$ cat config.mk
export PLATFORM = sky130hd
export DESIGN_NAME = timer_arbiter_flat
export DESIGN_NICKNAME = d
export VERILOG_FILES = /design/src/rtl/timer_arbiter_if.sv /design/src/rtl/timer_arbiter.sv /design/src/flat_wrapper.sv
export SDC_FILE = /design/constraint.sdc
export NUM_CORES = 1
export LEC_CHECK = 0
export ABC_AREA = 1
export BUFFER_PORTS_ARGS = -buffer_cell sky130_fd_sc_hd__buf_2
export CAP_MARGIN = 20
export CORE_AREA = 10 10 47 49
export CTS_BUF_LIST = sky130_fd_sc_hd__clkbuf_4
export CTS_CLUSTER_SIZE = 30
export DETAILED_ROUTE_END_ITERATION = 7
export DIE_AREA = 0 0 57 59
export PLACE_DENSITY = 0.74
export SLEW_MARGIN = 20
export SYNTH_ARGS = -nofsm -noshare
export SYNTH_HDL_FRONTEND = slang
export SYNTH_SLANG_ARGS = --single-unit
$ cat constraint.sdc
create_clock -name clk_2K -period 3.9 [get_ports clk_2K]
set_clock_uncertainty 0.2 [all_clocks]
set_input_delay 0.195 -clock clk_2K [delete_from_list [all_inputs] [get_ports clk_2K]]
set_output_delay 0.195 -clock clk_2K [all_outputs]
set_load 0.02 [all_outputs]
$ cat src/rtl/timer_arbiter_if.sv
// Requester-side bundle for timer_arbiter: level requests in, owner grant,
// completion pulse and busy flag out.
interface timer_arbiter_if #(
   parameter int NREQ = 3
);
   logic [NREQ-1:0] i_Req;
   logic [NREQ-1:0] o_Grant;
   logic [NREQ-1:0] o_Done;
   logic            o_Busy;

   modport master (
      output i_Req,
      input  o_Grant,
      input  o_Done,
      input  o_Busy
   );

   modport slave (
      input  i_Req,
      output o_Grant,
      output o_Done,
      output o_Busy
   );
endinterface

$ cat src/rtl/timer_arbiter.sv
// Round-robin owner of the shared 2-second counter: clears it, runs it for the
// granted requester and returns a one-cycle Done pulse on that requester's bit.
module timer_arbiter #(
   parameter int NREQ  = 3,
   parameter int WIDTH = 12
) (
   input  logic             clk_2K,
   input  logic             i_Reset,
   timer_arbiter_if.slave   arb,
   output logic             o_RstCounter,
   output logic             o_ActCounter,
   input  logic             i_RstOK,
   input  logic             i_TwoSec
);

   localparam int PW = (NREQ > 1) ? $clog2(NREQ) : 1;
   localparam logic [PW-1:0] PTR_RST = PW'(NREQ - 1);

   if (NREQ < 1 || WIDTH < 1) begin : g_param_check
      $error("timer_arbiter: NREQ and WIDTH must both be at least 1");
   end

   typedef enum logic [2:0] {
      S_IDLE,
      S_CLEAR,
      S_RUN,
      S_DONE,
      S_RELEASE
   } state_t;

   state_t          r_state;
   state_t          w_state_next;
   logic [NREQ-1:0] r_grant;
   logic [NREQ-1:0] w_grant_next;
   logic [PW-1:0]   r_ptr;
   logic [PW-1:0]   w_ptr_next;

   logic [NREQ-1:0] w_upper_mask;
   logic [NREQ-1:0] w_req_upper;
   logic [NREQ-1:0] w_pick_upper;
   logic [NREQ-1:0] w_pick_any;
   logic [NREQ-1:0] w_pick;
   logic [PW-1:0]   w_idx_chain [NREQ+1];
   logic [PW-1:0]   w_grant_idx;
   logic            w_req_owner;

   logic [NREQ-1:0] w_done;
   logic            w_busy;
   logic            w_rst_counter;
   logic            w_act_counter;

   // Bits above the pointer win first; if none is requesting, wrap to the lowest.
   for (genvar gi = 0; gi < NREQ; gi++) begin : g_bit
      localparam logic [PW-1:0] BIT_IDX = PW'(gi);
      assign w_upper_mask[gi]    = (BIT_IDX > r_ptr);
      assign w_idx_chain[gi + 1] = w_idx_chain[gi] | (r_grant[gi] ? BIT_IDX : '0);
   end

   assign w_idx_chain[0] = '0;
   assign w_grant_idx    = w_idx_chain[NREQ];

   assign w_req_upper  = arb.i_Req & w_upper_mask;
   assign w_pick_upper = w_req_upper & (-w_req_upper);
   assign w_pick_any   = arb.i_Req & (-arb.i_Req);
   assign w_pick       = (|w_req_upper) ? w_pick_upper : w_pick_any;
   assign w_req_owner  = |(arb.i_Req & r_grant);

   always_ff @(posedge clk_2K) begin
      if (i_Reset) begin
         r_state <= S_IDLE;
         r_grant <= '0;
         r_ptr   <= PTR_RST;
      end else begin
         r_state <= w_state_next;
         r_grant <= w_grant_next;
         r_ptr   <= w_ptr_next;
      end
   end

   always_comb begin
      w_state_next = r_state;
      w_grant_next = r_grant;
      w_ptr_next   = r_ptr;
      case (r_state)
         S_IDLE: begin
            if (|arb.i_Req) begin
               w_grant_next = w_pick;
               w_state_next = S_CLEAR;
            end
         end
         S_CLEAR: begin
            if (i_RstOK) begin
               w_state_next = S_RUN;
            end
         end
         S_RUN: begin
            // A dropped request outranks a simultaneous terminal count.
            if (!w_req_owner) begin
               w_ptr_next   = w_grant_idx;
               w_grant_next = '0;
               w_state_next = S_IDLE;
            end else if (i_TwoSec) begin
               w_state_next = S_DONE;
            end
         end
         S_DONE: begin
            w_ptr_next   = w_grant_idx;
            w_state_next = S_RELEASE;
         end
         S_RELEASE: begin
            if (!w_req_owner) begin
               w_grant_next = '0;
               w_state_next = S_IDLE;
            end
         end
         default: begin
            w_grant_next = '0;
            w_state_next = S_IDLE;
         end
      endcase
   end

   always_comb begin
      w_done        = '0;
      w_busy        = 1'b1;
      w_rst_counter = 1'b0;
      w_act_counter = 1'b0;
      case (r_state)
         S_IDLE:    w_busy        = 1'b0;
         S_CLEAR:   w_rst_counter = 1'b1;
         S_RUN:     w_act_counter = 1'b1;
         S_DONE:    w_done        = r_grant;
         S_RELEASE: w_done        = '0;
         default:   w_busy        = 1'b0;
      endcase
   end

   assign arb.o_Grant  = r_grant;
   assign arb.o_Done   = w_done;
   assign arb.o_Busy   = w_busy;
   assign o_RstCounter = w_rst_counter;
   assign o_ActCounter = w_act_counter;

endmodule

$ cat src/flat_wrapper.sv
// flat-port wrapper written by rule: the top's interface ports become plain ports
module timer_arbiter_flat 
#(
   parameter int NREQ  = 3,
   parameter int WIDTH = 12
)
  (clk_2K, i_Reset, o_RstCounter, o_ActCounter, i_RstOK, i_TwoSec, arb_i_Req, arb_o_Grant, arb_o_Done, arb_o_Busy);
  timer_arbiter_if #(.NREQ(NREQ)) arb_i ();
  input  logic clk_2K;
  input  logic i_Reset;
  output logic o_RstCounter;
  output logic o_ActCounter;
  input  logic i_RstOK;
  input  logic i_TwoSec;
  input wire logic [$bits(arb_i.i_Req)-1:0] arb_i_Req;
  output wire logic [$bits(arb_i.o_Grant)-1:0] arb_o_Grant;
  output wire logic [$bits(arb_i.o_Done)-1:0] arb_o_Done;
  output wire logic [$bits(arb_i.o_Busy)-1:0] arb_o_Busy;
  assign arb_i.i_Req = arb_i_Req;
  assign arb_o_Grant = arb_i.o_Grant;
  assign arb_o_Done = arb_i.o_Done;
  assign arb_o_Busy = arb_i.o_Busy;
  timer_arbiter #(.NREQ(NREQ), .WIDTH(WIDTH)) u_core (.clk_2K(clk_2K), .i_Reset(i_Reset), .arb(arb_i), .o_RstCounter(o_RstCounter), .o_ActCounter(o_ActCounter), .i_RstOK(i_RstOK), .i_TwoSec(i_TwoSec));
endmodule
==> qor.txt <==
Number of vias per cell: 4.85
GP Congestion: 0.913
Startpoint types: register
Die W: 57 um
Complex-gate fraction of the synthesized area: 0.120
Clock Latency Late Sink: 260 ps
Area delta synth->final: 24.9%
Inst Count DP: 113
Core area: 0.00140 mm^2
Setup TNS: 0 ps
Vias: 568
Slew headroom: 0.847
H-tree level count: 1
Worst path slowest cell: dfxtp_1
Max Freq: 573 MHz
Die height: 59 um
CTS Hold Bufs: 1
Crit-path cells: inv_1 -> nor2_1 -> nand2_1 -> nor2_1 -> buf_2
VDD IR max: 0.425 mV
Clock Tree Buf Depth: 2
Max-slew violations: 0
Yosys synthesis warning count: 0
Synth Area in Simple Gates: 0.459
Most frequent CP cell: nor2_1
DR pass1 iterations: 4
Most common cell after layout, fill and taps aside: nand2_1
Crit-path leading delay family: simple AND/OR/NAND/NOR gates
Die ar.: 0.00336 mm^2
Syn_area_per_cell: 6.26 um^2
Fill cells: 151
Most frequent cells in the layout: nand2_1, buf_2, inv_1
# resized after CTS: 0
Placement Rows: 14
Critical path arrival: 1350 ps
Hold Path Class: primary input to register
Worst EP required: 3500 ps
Crit share post-route: 0.447
Register area share after synthesis: 0.312
Clock Sinks: 8
1st-iter DRT viols: 15
Starting density of the core: 0.366
I/O Buffers: 15
Yosys reg bits: 8
Vias in the first global route: 562
Total grt overflow: 0
Gr usage total: 0.0806
Total CTS buffers: 3
Setup crit end kind: output port
HPWL after detailed placement: 1.12 mm
Post-Synth XOR/XNOR Area: 0
Post-Syn Instances: 82
Pleak: 0.000344 uW
CTS Root Cell: clkbuf_4
Final WL: 1.39 mm
Largest net degree at the start of global routing: 7
Initial antenna violation count: 0
Non-Filler Instances: 117
RSZ-0062 raised after global routing: false
Post-synth net total: 89
Critical Path Fanout Max: 5
Netlist cell types: 18
Ports: 16
Layout cell share with drive strength beyond 1: 0.307
Max Cap Violations: 0
P per Cell Area: 696 mW/mm^2
Post-CTS setup buffers: 0
Status: completed
Global-route wire length before repair: 2.26 mm
Nets@finish: 110
Detail Route Antenna Nets: 0
# diodes: 0
Final core utilization: 0.457
Main combinational cell family by area after synthesis: simple AND/OR/NAND/NOR gates
Final setup viols: 0
Setup CP Type: register to output port
Least-Margin Pin Slew: 227 ps
Crit-path max cell delay: 380 ps
Reg clk slew, reported paths: 60 ps
Hold Fails Final Rpt: 0
Cell Area, Synth: 513 um^2
CTS tree: done
Adder-Cell Fraction of Synth Area: 0
Avg WL per Cell: 11.9 um
DRC violations left: 0
Hold Slack: 97.6 ps
Post-synthesis mux area share: 0
CP Buf/Inv Count: 2
Clock period minus worst slack: 1740 ps
==> Yosys cell counts <==
cell type	n	area (um^2)
nand4_1	1	6.26
o21ai_1	1	5.00
inv_2	1	3.75
inv_1	14	52.6
a21oi_2	1	8.76
a21oi_1	4	20.0
nor2_2	5	31.3
nor2_1	10	37.5
nand3_1	6	30.0
nand2_2	3	18.8
o31ai_1	1	7.51
nor2_4	1	11.3
nand2_1	20	75.1
nor3_1	1	5.00
o21ai_0	1	5.00
dfxtp_1	8	160
o211ai_1	2	15.0
nand3_2	2	20.0
==> state kept, by name, summed over array words and instances, names as in the netlist <==
register,cells
u_core.arb.o_Grant,3
u_core.r_state,3
u_core.r_ptr,2
==> cells by family (layout without fill, tap and decap cells) <==
kind of cell / after synthesis / after routing
buf+inv: 15 / 34
flops: 8 / 8
compound gates: 10 / 10
simple gates: 49 / 49
==> metrics by stage <==
step | setup WS [ps] | power (uW) | area (um^2)
finish | 2160 | 446 | 641
global placement | 2450 | 379 | 608
floorplan | 2510 | 317 | 513
CTS | 2150 | 449 | 641
global route | 2050 | 487 | 641
detailed placement | 2410 | 383 | 608
==> layout make-up <==
| cell class | count | area, um^2 | share of cell area |
|---|---|---|---|
| repair buffers | 16 | 85.1 | 0.133 |
| well taps | 16 | 20.0 | 0.0313 |
| clock buffers | 3 | 22.5 | 0.0352 |
| inverters | 15 | 56.3 | 0.0879 |
| flip-flops and latches | 8 | 160 | 0.250 |
| multi-input cells | 59 | 297 | 0.463 |
==> tightest hold or removal path: stages <==
cell and delay (ps):
buf_2 120, o31ai_1 80, nand2_1 70, a21oi_2 40
==> metal layers <==
| metal | global-route usage | vias to the layer above | share of wire |
|---|---|---|---|
| met1 | 0.0824 | 248 | 0.45 |
| met3 | 0.0258 | 4 | 0.056 |
| li1 | - | 298 | - |
| met5 | 0 | - | 0 |
| met4 | 0.0537 | 0 | 0.021 |
| met2 | 0.138 | 18 | 0.48 |
==> report_power, final <==
group	internal, uW	switching, uW	total [uW]
Sequential	108	26.8	135
Clock	35.2	28.5	63.7
Combinational	82.1	165	247
Total	226	220	446
==> path summary, 6_finish.rpt <==
path	cells after the start	slack [ps]	end	from
worst max-delay path	5	2160	arb_o_Done[2]	u_core.r_state[0]
worst min-delay path	4	100	u_core.arb.o_Grant[1]	arb_i_Req[0]
worst max register to register	7	2430	u_core.r_state[0]	u_core.arb.o_Grant[1]
worst min register to register	2	250	u_core.r_ptr[0]	u_core.r_ptr[0]
No activity file was read; power rests on OpenSTA's default activity.
